File: src/rtl/pipe_pkg.sv
// Shared definitions for the pipeline stage register: control-field layout,
// the default bubble kill mask and the stage occupancy encodings.
package pipe_pkg;

    // Control field layout (LSB first)
    localparam int CTRL_W_DEF = 9;
    localparam int BF_BIT     = 0;   // branch
    localparam int WER_BIT    = 1;   // register-file write enable
    localparam int WEM_BIT    = 2;   // memory write enable
    localparam int AS_BIT     = 3;   // ALU operand select
    localparam int RS_LSB     = 4;   // result select
    localparam int RS_W       = 2;
    localparam int AC_LSB     = 6;   // ALU op code
    localparam int AC_W       = 3;

    // Bits that must read as zero whenever the stage holds a bubble
    localparam logic [CTRL_W_DEF-1:0] CTRL_KILL_MASK_DEF =
        CTRL_W_DEF'((1 << BF_BIT) | (1 << WER_BIT) | (1 << WEM_BIT));

    // Occupancy of the stage as seen by the handshake logic
    typedef enum logic [1:0] {
        ST_EMPTY = 2'd0,
        ST_ONE   = 2'd1,
        ST_TWO   = 2'd2
    } state_e;

endpackage

File: src/rtl/pipe_slot.sv
// One storage entry of the stage: valid bit plus data and control payload.
// clr drops the entry (payload is kept); load captures a new payload.
module pipe_slot #(
    parameter int DATA_W = 96,
    parameter int CTRL_W = 9
) (
    input  logic              clk,
    input  logic              rst,
    input  logic              load,
    input  logic              clr,
    input  logic [DATA_W-1:0] ld_data,
    input  logic [CTRL_W-1:0] ld_ctrl,
    output logic              valid,
    output logic [DATA_W-1:0] data,
    output logic [CTRL_W-1:0] ctrl
);

    logic              valid_d, valid_q;
    logic [DATA_W-1:0] data_d, data_q;
    logic [CTRL_W-1:0] ctrl_d, ctrl_q;

    // Next entry contents: clear wins over load, otherwise hold
    always_comb begin
        valid_d = valid_q;
        data_d  = data_q;
        ctrl_d  = ctrl_q;
        if (clr) begin
            valid_d = 1'b0;
        end else if (load) begin
            valid_d = 1'b1;
            data_d  = ld_data;
            ctrl_d  = ld_ctrl;
        end
    end

    // Entry registers, cleared by the asynchronous reset
    always_ff @(posedge clk or posedge rst) begin
        if (rst) begin
            valid_q <= 1'b0;
            data_q  <= '0;
            ctrl_q  <= '0;
        end else begin
            valid_q <= valid_d;
            data_q  <= data_d;
            ctrl_q  <= ctrl_d;
        end
    end

    assign valid = valid_q;
    assign data  = data_q;
    assign ctrl  = ctrl_q;

endmodule

File: src/rtl/pipe_stage_reg.sv
// Pipeline stage register with valid/ready handshake, synchronous flush,
// bubble control masking, optional skid entry and a saturating count of
// valid entries discarded by flushes.
module pipe_stage_reg
    import pipe_pkg::*;
#(
    parameter int                DATA_W         = 96,
    parameter int                CTRL_W         = 9,
    parameter logic [CTRL_W-1:0] CTRL_KILL_MASK = CTRL_W'(CTRL_KILL_MASK_DEF),
    parameter bit                SKID           = 1'b1,
    parameter int                CNT_W          = 8
) (
    input  logic              clk,
    input  logic              rst,
    input  logic              flush,
    input  logic              in_valid,
    output logic              in_ready,
    input  logic [DATA_W-1:0] in_data,
    input  logic [CTRL_W-1:0] in_ctrl,
    output logic              out_valid,
    input  logic              out_ready,
    output logic [DATA_W-1:0] out_data,
    output logic [CTRL_W-1:0] out_ctrl,
    output logic [1:0]        occupancy,
    output logic [CNT_W-1:0]  kill_cnt
);

    function automatic logic [CNT_W-1:0] sat_add(input logic [CNT_W-1:0] a,
                                                 input logic [1:0]       b);
        logic [CNT_W:0] s;
        s = {1'b0, a} + (CNT_W+1)'(b);
        return s[CNT_W] ? {CNT_W{1'b1}} : s[CNT_W-1:0];
    endfunction

    logic              main_v, skid_v;
    logic [DATA_W-1:0] main_data, skid_data, main_src_data;
    logic [CTRL_W-1:0] main_ctrl, skid_ctrl, main_src_ctrl;
    logic              main_load, main_clr, skid_load, skid_clr;
    logic              in_fire, out_fire;
    state_e            st;
    logic [CNT_W-1:0]  kill_cnt_d, kill_cnt_q;

    assign in_fire  = in_valid & in_ready;
    assign out_fire = main_v & out_ready;

    // Current occupancy derived from the two entry valid bits
    always_comb begin
        st = ST_EMPTY;
        if (skid_v)      st = ST_TWO;
        else if (main_v) st = ST_ONE;
    end

    // Entry load/clear decisions; flush overrides any transfer this cycle
    always_comb begin
        main_load     = 1'b0;
        main_clr      = 1'b0;
        skid_load     = 1'b0;
        skid_clr      = 1'b0;
        main_src_data = skid_v ? skid_data : in_data;
        main_src_ctrl = skid_v ? skid_ctrl : in_ctrl;
        if (flush) begin
            main_clr = 1'b1;
            skid_clr = 1'b1;
        end else begin
            case (st)
                ST_EMPTY: main_load = in_fire;
                ST_ONE: begin
                    main_load = in_fire & out_fire;
                    skid_load = in_fire & ~out_fire;
                    main_clr  = out_fire & ~in_fire;
                end
                ST_TWO: begin
                    main_load = out_fire;
                    skid_clr  = out_fire;
                end
                default: ;
            endcase
        end
    end

    pipe_slot #(.DATA_W(DATA_W), .CTRL_W(CTRL_W)) u_main (
        .clk     (clk),
        .rst     (rst),
        .load    (main_load),
        .clr     (main_clr),
        .ld_data (main_src_data),
        .ld_ctrl (main_src_ctrl),
        .valid   (main_v),
        .data    (main_data),
        .ctrl    (main_ctrl)
    );

    generate
        if (SKID) begin : g_skid
            logic rdy_d, rdy_q;

            pipe_slot #(.DATA_W(DATA_W), .CTRL_W(CTRL_W)) u_skid (
                .clk     (clk),
                .rst     (rst),
                .load    (skid_load),
                .clr     (skid_clr),
                .ld_data (in_data),
                .ld_ctrl (in_ctrl),
                .valid   (skid_v),
                .data    (skid_data),
                .ctrl    (skid_ctrl)
            );

            // Ready for next cycle is the inverse of the next skid valid bit
            always_comb begin
                rdy_d = flush | ~(skid_v ? ~out_fire : skid_load);
            end

            // Registered in_ready keeps out_ready off the upstream path
            always_ff @(posedge clk or posedge rst) begin
                if (rst) rdy_q <= 1'b1;
                else     rdy_q <= rdy_d;
            end

            assign in_ready = rdy_q;
        end else begin : g_noskid
            assign skid_v    = 1'b0;
            assign skid_data = '0;
            assign skid_ctrl = '0;
            assign in_ready  = ~main_v | out_ready;
        end
    endgenerate

    // Flush adds the number of entries held before the edge, saturating
    always_comb begin
        kill_cnt_d = kill_cnt_q;
        if (flush) kill_cnt_d = sat_add(kill_cnt_q, occupancy);
    end

    // Kill counter register
    always_ff @(posedge clk or posedge rst) begin
        if (rst) kill_cnt_q <= '0;
        else     kill_cnt_q <= kill_cnt_d;
    end

    assign out_valid = main_v;
    assign out_data  = main_data;
    assign out_ctrl  = main_v ? main_ctrl : (main_ctrl & ~CTRL_KILL_MASK);
    assign occupancy = {1'b0, main_v} + {1'b0, skid_v};
    assign kill_cnt  = kill_cnt_q;

endmodule

File: config.mk
export PLATFORM = sky130hd
export DESIGN_NAME = pipe_stage_reg
export DESIGN_NICKNAME = d
export VERILOG_FILES = /design/src/rtl/pipe_pkg.sv /design/src/rtl/pipe_slot.sv /design/src/rtl/pipe_stage_reg.sv
export SDC_FILE = /design/constraint.sdc
export NUM_CORES = 1
export LEC_CHECK = 0
export ABC_AREA = 1
export CAP_MARGIN = 5
export CELL_PAD_IN_SITES_DETAIL_PLACEMENT = 1
export CELL_PAD_IN_SITES_GLOBAL_PLACEMENT = 1
export CORE_MARGIN = 4
export CORE_UTILIZATION = 33
export DETAILED_ROUTE_END_ITERATION = 8
export PLACE_DENSITY = 0.85
export SYNTH_ARGS = -nofsm -noshare
export SYNTH_HDL_FRONTEND = slang
export SYNTH_HIERARCHICAL = 1
export SYNTH_SLANG_ARGS = --single-unit
File: constraint.sdc
create_clock -name clk -period 3.75 [get_ports clk]
set_input_delay 1.125 -clock clk [delete_from_list [all_inputs] [get_ports clk]]
set_output_delay 1.125 -clock clk [all_outputs]
set_load 0.02 [all_outputs]
==> impl_metrics.env, run 1 <==
export IMPL_fp_dieH_um=185
export IMPL_syn_num_nets=1468
export IMPL_yosysTopAreaCellShare_pct=53.0
export IMPL_worst_slack_ns=0.324
export IMPL_dp_worst_setup_slack_ns=0.459
export IMPL_core_area_sq_um=30800
export IMPL_synth_main_ff_cell="dfrtp_1"
export IMPL_fin_util_pct=44.4
export IMPL_hold_class="reg2reg"
export IMPL_overflow=0
export IMPL_cp_top_family="buffers and inverters"
export IMPL_drt_wl_total_um=34600
export IMPL_cpMaxStageDelayCell="clkdlybuf4s50_1"
export IMPL_yosys_warnings=6
export IMPL_finalHoldViolCount=0
export IMPL_drtIter0Drc=487
export IMPL_critical_path_depth=3
export IMPL_worstSetupEndpoint="occupancy[1]"
export IMPL_wl_per_cell_um=17.8
export IMPL_die_area_sq_um=34400
export IMPL_setup_worst_path_end_class="primary output"
export IMPL_synth_edf_count=0
export IMPL_setup_viol=0
export IMPL_hold_buffers=0
export IMPL_root_buffer="clkbuf_16"
export IMPL_ant_nets=0
export IMPL_p_per_area_nw_per_um2=592
export IMPL_tns_ns=0
export IMPL_critPathLaunch="g_skid.u_skid/valid"
export IMPL_postLayoutCellArea_sq_um=13700
export IMPL_syn_inst=1351
export IMPL_drc=0
export IMPL_clkSinkCount=221
export IMPL_yosys_top_cells_area="dfrtp_1, nand2_1, nand3_1, buf_4, buf_2"
export IMPL_grt_pass1_wl_um=56000
export IMPL_rsz0062_at_grt="false"
export IMPL_die_x_um=185
export IMPL_worstRegToRegCells=9
export IMPL_reg2reg_to="u_main/data[47]"
export IMPL_drv_cap=0
export IMPL_r2r_setup_slack_ns=1.06
export IMPL_place_gp_congestion=0.773
export IMPL_post_cts_buffers=0
export IMPL_synthToLayoutAreaGrowth_pct=31.8
export IMPL_status="finished clean"
export IMPL_synth_distinct_cells=27
export IMPL_synth_area_leader_cell="dfrtp_1"
export IMPL_clk_latency_ns=0.51
export IMPL_clock_tree_buffer_depth=3
export IMPL_fmax_mhz=292
export IMPL_start_kind="flop"
export IMPL_syn_area_per_cell_sq_um=7.69
export IMPL_cts_resized=0
export IMPL_min_period_over_period_pct=91.3
export IMPL_period_minus_slack_ns=3.43
export IMPL_synth_area_sq_um=10400
export IMPL_cp_arrival_ns=2.30
export IMPL_vdd_drop_max_uv=287
export IMPL_crit_chain="buf_4 > ha_1 > clkdlybuf4s50_1"
export IMPL_portBuffers=226
export IMPL_drive_above_1_share_pct=4.58
export IMPL_synth_seq_area_share_pct=53.2
export IMPL_worst_pin_slew_ns=1.23
export IMPL_async_reset_ff_share_pct=100
export IMPL_cpPeakStageDelay_ns=0.63
export IMPL_numCtsBuffers=26
export IMPL_synth_common_cells="nand2_1, dfrtp_1, nand3_1"
export IMPL_cp_max_fo=37
export IMPL_power_leakage_nw=7.11
export IMPL_rows=64
export IMPL_boundaryPins=227
export IMPL_required_ns=2.62
export IMPL_fillers=3679
export IMPL_grt_max_degree=107
export IMPL_nets=1650
export IMPL_htreeDepth=1
export IMPL_skew_ns=0.00755
export IMPL_grt_use_total_pct=20.0
export IMPL_via_count=9764
export IMPL_clk_pin_slew_ns=0.06
export IMPL_antenna_found_initial=6
export IMPL_crit_type="reg2out"
export IMPL_post_dp_hpwl_um=22000
export IMPL_dpl_cell_area_sq_um=12900
export IMPL_crit_buf_inv=2
export IMPL_start_util_pct=33.7
export IMPL_rr_startpoint="g_skid.u_skid/valid"
export IMPL_drv_slew=0
export IMPL_dr_pass1_iters=5
export IMPL_cts_tree="built"
export IMPL_maxSlewHeadroom_pct=17.7
export IMPL_grt_pass1_vias=10600
export IMPL_synth_most_common_cell="nand2_1"
export IMPL_synth_seq_cells=221
export IMPL_routed_via_density=5.01
## through the flow
stage	hold slack [ns]	instances	total power, mW
floorplan	0.442	1351	4.61
finish	0.468	1947	8.10
global placement	0.453	1901	5.65
CTS	0.473	1945	8.21
global route	0.490	1947	8.59
detailed placement	0.459	1901	5.76
## sequential cells by signal (all words and copies together) (netlist names)
name / count
g_skid.u_skid/valid: 1
g_skid.u_skid/data: 96
u_main/valid: 1
u_main/data: 96
u_main/ctrl: 9
kill_cnt: 8
g_skid.u_skid/ctrl: 9
in_ready: 1
## report_power, final
group | internal [mW] | switching (mW)
sequential | 3.06 | 0.426
combinational | 0.972 | 1.25
clock | 1.41 | 0.981
total | 5.44 | 2.66
## cell families (layout without fill, tap and decap cells)
group                      Yosys count  count (layout)  share of synthesized area (%)
AOI/OAI and AO/OA                   10              10                          0.554
xor gates and xnor gates             1               1                         0.0843
adders and majority gates            7               7                          0.915
buffers and inverters              118             316                           6.15
DFF                                221             221                           53.2
other                                0               2                              0
and+or+nand+nor                    994             994                           39.0
## layout by cell type (no fill, tap or decap), drive strengths merged
cell,instances
o21ai,6
fa,1
o21bai,2
clkinvlp,3
dfstp,1
a21oi,1
o31ai,1
nor2,7
clkbuf,40
dfrtp,220
clkinv,5
nor3,1
nand2,763
clkdlybuf4s50,226
diode,2
xor2,1
inv,22
nand3,219
buf,20
nand4,3
ha,6
or2,1
## worst register-to-register path, cell delays in order, from the launching register on
cell,delay (ns)
dfrtp_4,0.49
inv_4,0.34
ha_1,0.28
inv_1,0.08
o21bai_1,0.15
a21oi_1,0.11
nor2_4,0.19
buf_4,0.60
nand3_1,0.20
nand2_1,0.18
## how the worst min path moves through the flow
stage | startpoint | end | slack (ns) | cells after the start
4_1_cts | g_skid.u_skid/data[56] | g_skid.u_skid/data[56] | 0.47 | 2
6_report | u_main/data[78] | u_main/data[78] | 0.47 | 2
5_1_grt | u_main/data[87] | u_main/data[87] | 0.49 | 2
3_5_place_dp | g_skid.u_skid/data[13] | g_skid.u_skid/data[13] | 0.46 | 2
3_3_place_gp | g_skid.u_skid/data[79] | g_skid.u_skid/data[79] | 0.45 | 2
2_1_floorplan | g_skid.u_skid/ctrl[0] | g_skid.u_skid/ctrl[0] | 0.44 | 2
## routing by layer
metal  vias up  wire [um]  global-route usage [%]
met2       246      17100                    34.9
met1      4834      14300                    24.7
met3        94       1670                    3.36
met5         -         55                       0
met4         8       1530                    8.34
li1       4582          -                       -
## cell type report
cell class,count,area (sq um),share of cell area (%)
clock buffer,40,774,5.66
sequential,221,5540,40.4
timing repair buffer,246,2510,18.4
tap,396,495,3.62
multi-input combinational,1012,4230,30.9
inverter,26,110,0.804
clock inverter,4,22.5,0.165
antenna,2,5.00,0.0366
Power figures use the tool's default switching activity.
==> run 2, diff against run 1 <==
ABC_CLOCK_PERIOD_IN_PS = 3750   (was unset)
PLACE_DENSITY = unset   (was 0.85)
PLACE_DENSITY_LB_ADDON = 0.1   (was unset)
==> impl_metrics.env, run 2 (synthesized netlist as in run 1, its figures left out) <==
export IMPL_status="finished clean"
export IMPL_overflow=0
export IMPL_via_count=9565
export IMPL_post_dp_hpwl_um=21100
export IMPL_setup_viol=0
export IMPL_rows=64
export IMPL_skew_ns=0.00779
export IMPL_setup_worst_path_end_class="primary output"
export IMPL_place_gp_congestion=0.787
export IMPL_cpMaxStageDelayCell="clkdlybuf4s50_1"
export IMPL_p_per_area_nw_per_um2=613
export IMPL_clkSinkCount=221
export IMPL_min_from="g_skid.u_skid/data[95]"
export IMPL_cts_resized=0
export IMPL_cp_max_fo=27
export IMPL_final_cell_mix="nand2_1, clkdlybuf4s50_1, dfrtp_1"
export IMPL_critPathLaunch="g_skid.u_skid/valid"
export IMPL_crit_type="reg2out"
export IMPL_drv_cap=0
export IMPL_root_buffer="clkbuf_16"
export IMPL_routed_via_density=4.89
export IMPL_period_minus_slack_ns=3.31
export IMPL_htreeDepth=1
export IMPL_clk_pin_slew_ns=0.06
export IMPL_wl_per_cell_um=17.7
export IMPL_dr_pass1_iters=5
export IMPL_fp_dieH_um=185
export IMPL_vdd_drop_max_uv=332
export IMPL_required_ns=2.62
export IMPL_rsz0062_at_grt="false"
export IMPL_ant_nets=0
export IMPL_synthToLayoutAreaGrowth_pct=33.9
export IMPL_post_cts_buffers=0
export IMPL_drc=0
export IMPL_die_x_um=185
export IMPL_cp_arrival_ns=2.18
export IMPL_final_common_cell="nand2_1"
export IMPL_fin_util_pct=45.1
export IMPL_grt_pass1_vias=10300
export IMPL_numCtsBuffers=28
export IMPL_cpPeakStageDelay_ns=0.56
export IMPL_min_period_over_period_pct=88.2
export IMPL_boundaryPins=227
export IMPL_grt_max_degree=107
export IMPL_crit_chain="inv_4 > ha_1 > clkdlybuf4s50_1"
export IMPL_nets=1653
export IMPL_grt_pass1_wl_um=56200
export IMPL_worst_slack_ns=0.444
export IMPL_antenna_found_initial=4
export IMPL_die_area_sq_um=34400
export IMPL_portBuffers=226
export IMPL_maxSlewHeadroom_pct=29.4
export IMPL_worst_pin_slew_ns=1.06
export IMPL_tns_ns=0
export IMPL_clock_tree_buffer_depth=3
export IMPL_drt_wl_total_um=34600
export IMPL_rr_startpoint="g_skid.u_skid/valid"
export IMPL_start_util_pct=33.7
export IMPL_hold_buffers=0
export IMPL_total_power_mw=8.53
export IMPL_drtIter0Drc=450
export IMPL_grt_use_total_pct=20.2
export IMPL_drive_above_1_share_pct=5.52
export IMPL_core_area_sq_um=30800
export IMPL_fmax_mhz=302
export IMPL_hold_class="reg2reg"
export IMPL_power_leakage_nw=7.23
export IMPL_start_kind="flop"
export IMPL_drv_slew=0
export IMPL_finalHoldViolCount=0
export IMPL_dp_worst_setup_slack_ns=0.500
export IMPL_clk_latency_ns=0.54
export IMPL_cts_tree="built"
==> run 2: per-layer routing <==
| metal | part of all wire, % | GRT usage [%] | up-vias |
|---|---|---|---|
| met5 | 0.078 | 0 | - |
| met3 | 5.0 | 3.02 | 39 |
| met4 | 1.7 | 4.23 | 4 |
| met1 | 46 | 27.3 | 4702 |
| li1 | - | - | 4594 |
| met2 | 47 | 34.5 | 226 |
==> run 2: layout make-up <==
cell class	instances	area (sq um)
Fill cell	3721	16900
Sequential cell	221	5540
Multi-Input combinational cell	1012	4230
Timing Repair Buffer	247	2540
Clock buffer	36	802
Tap cell	396	495
Clock inverter	16	183
Inverter	26	113
Antenna cell	2	5.00
==> run 2: critical path: cells and delay by family (launching register included) <==
kind / cells / cell delay, ns
buf+inv: 2 / 0.81
fa+ha+maj: 1 / 0.34
flops: 1 / 0.50
==> run 2: final timing paths <==
check                                         end  slack (ns)  cells past startpoint
setup / recovery                     occupancy[0]        0.44                      3
hold / removal             g_skid.u_skid/data[95]        0.47                      2
setup reg to reg                  u_main/data[47]        1.28                      9
hold reg to reg            g_skid.u_skid/data[95]        0.47                      2
max in group asynchronous  g_skid.u_skid/data[54]        1.88                      3
min in group asynchronous             kill_cnt[6]        1.06                      2
==> run 2: report_power, final <==
group          internal, mW  leakage, nW  switching, mW
Sequential             3.06         2.81          0.421
Clock                  1.78        0.495           1.07
Combinational         0.978         3.93           1.22
Total                  5.81         7.23           2.71
==> run 2: per-stage QoR <==
stage	hold slack (ns)	area, sq um	std cells
6_report	0.469	13900	1956
5_1_grt	0.484	13900	1956
3_5_place_dp	0.459	12900	1902
3_3_place_gp	0.453	12900	1902
2_1_floorplan	0.442	10400	1351
4_1_cts	0.474	13900	1954
==> run 3, diff against run 2 <==
CELL_PAD_IN_SITES_GLOBAL_PLACEMENT = 2   (was 1)
CORE_UTILIZATION = 26   (was 33)
==> impl_metrics.env, run 3 (synthesized netlist as in run 1, its figures left out) <==
export IMPL_place_gp_congestion=0.742
export IMPL_fillers=4703
export IMPL_tns_ns=0
export IMPL_antenna_found_initial=4
export IMPL_min_period_over_period_pct=94.8
export IMPL_setup_worst_path_end_class="primary output"
export IMPL_drv_cap=0
export IMPL_rr_startpoint="g_skid.u_skid/valid"
export IMPL_ant_nets=0
export IMPL_worst_pin_slew_ns=1.03
export IMPL_cpMaxStageDelayCell="clkdlybuf4s50_1"
export IMPL_final_common_cell="nand2_1"
export IMPL_final_cell_mix="nand2_1, clkdlybuf4s50_1, dfrtp_1"
export IMPL_worstRegToRegCells=10
export IMPL_maxSlewHeadroom_pct=31.4
export IMPL_fp_dieH_um=208
export IMPL_routed_via_density=4.53
export IMPL_cts_resized=0
export IMPL_cpPeakStageDelay_ns=0.63
export IMPL_via_count=9396
export IMPL_status="finished clean"
export IMPL_required_ns=2.62
export IMPL_setup_viol=0
export IMPL_grt_use_total_pct=16.9
export IMPL_rows=72
export IMPL_cts_tree="built"
export IMPL_drc=0
export IMPL_cp_max_fo=49
export IMPL_clkSinkCount=221
export IMPL_finalHoldViolCount=0
export IMPL_rsz0062_at_grt="false"
export IMPL_drv_slew=0
export IMPL_reg2reg_to="kill_cnt[4]"
export IMPL_fmax_mhz=281
export IMPL_htreeDepth=1
export IMPL_portBuffers=226
export IMPL_numCtsBuffers=28
export IMPL_core_area_sq_um=39100
export IMPL_overflow=0
export IMPL_cp_arrival_ns=2.43
export IMPL_crit_type="reg2out"
export IMPL_crit_chain="buf_4 > ha_1 > clkdlybuf4s50_1"
export IMPL_whs_path_depth=2
export IMPL_hold_class="reg2reg"
export IMPL_nets=1652
export IMPL_skew_ns=0.00944
export IMPL_die_area_sq_um=43200
export IMPL_clk_latency_ns=0.54
export IMPL_dr_pass1_iters=4
export IMPL_dp_worst_setup_slack_ns=0.594
export IMPL_r2r_setup_slack_ns=1.27
export IMPL_drive_above_1_share_pct=4.95
export IMPL_clock_tree_buffer_depth=3
export IMPL_p_per_area_nw_per_um2=599
export IMPL_period_minus_slack_ns=3.55
export IMPL_synthToLayoutAreaGrowth_pct=35.0
export IMPL_clk_pin_slew_ns=0.06
export IMPL_power_leakage_nw=7.20
export IMPL_grt_pass1_vias=9990
export IMPL_post_cts_buffers=0
export IMPL_start_util_pct=26.6
export IMPL_instances_no_fill=2076
export IMPL_dp_cells=2023
export IMPL_hold_path_end="u_main/data[60]"
export IMPL_start_kind="flop"
export IMPL_hold_buffers=0
export IMPL_root_buffer="clkbuf_16"
export IMPL_drt_wl_total_um=37200
export IMPL_post_dp_hpwl_um=22200
export IMPL_grt_pass1_wl_um=59700
export IMPL_grt_max_degree=107
export IMPL_boundaryPins=227
export IMPL_die_x_um=208
export IMPL_wl_per_cell_um=17.9
export IMPL_vdd_drop_max_uv=215
export IMPL_min_from="u_main/data[60]"
export IMPL_worst_slack_ns=0.196
export IMPL_drtIter0Drc=352
[run 3: changes by cell type in the layout (fill, tap and decap cells not counted), sizes merged]
cell,previous run,this run
buf,21,20
bufinv,4,1
diode,2,1
clkbuf,36,48
clkinvlp,3,2
clkinv,11,3
[run 3: area by class of cell]
cell class                      instances  area (sq um)  share of cell area [%]
Multi-Input combinational cell       1012          4230                    30.2
Sequential cell                       221          5540                    39.5
Inverter                               26           113                   0.803
Tap cell                              518           648                    4.62
Timing Repair Buffer                  246          2560                    18.3
Clock buffer                           48           887                    6.32
Clock inverter                          4          45.0                   0.321
Antenna cell                            1          2.50                  0.0178
[run 3: worst max-delay path by stage]
stage / cells past startpoint / start / to
2_1_floorplan: 1 / rst / g_skid.u_skid/ctrl[0]
3_3_place_gp: 8 / out_ready / u_main/data[2]
3_5_place_dp: 8 / out_ready / u_main/data[2]
4_1_cts: 3 / g_skid.u_skid/valid / occupancy[1]
5_1_grt: 3 / g_skid.u_skid/valid / occupancy[1]
6_report: 3 / g_skid.u_skid/valid / occupancy[1]
[run 3: stage by stage]
| step | total power [mW] | util, % | area (sq um) | hold WS, ns |
|---|---|---|---|---|
| floorplan | 4.61 | - | 10400 | 0.442 |
| global placement | 5.72 | 33.5 | 13100 | 0.453 |
| detailed placement | 5.77 | 33.5 | 13100 | 0.458 |
| CTS | 8.57 | 35.9 | 14000 | 0.472 |
| global route | 8.94 | 35.9 | 14000 | 0.485 |
| finish | 8.41 | 35.9 | 14000 | 0.467 |
[run 3: layer usage]
metal | GRT usage, % | up-vias | share of wire, %
met4 | 2.72 | 6 | 1.6
met3 | 2.80 | 42 | 4.2
met2 | 29.0 | 173 | 48
li1 | - | 4597 | -
met1 | 23.0 | 4578 | 46
met5 | 0 | - | 0.11
[run 3: critical path: cells and delay by family, from the launching register on]
family | cells | cell delay [ns]
buffers and inverters | 2 | 1.14
adder cells (fa/ha/maj) | 1 | 0.33
flip-flops | 1 | 0.42
[run 3: power by group]
| group | leakage [nW] | internal [mW] | switching, mW |
|---|---|---|---|
| Combinational | 3.94 | 0.978 | 1.24 |
| Clock | 0.460 | 1.66 | 1.06 |
| Sequential | 2.81 | 3.06 | 0.414 |
| Total | 7.20 | 5.70 | 2.71 |
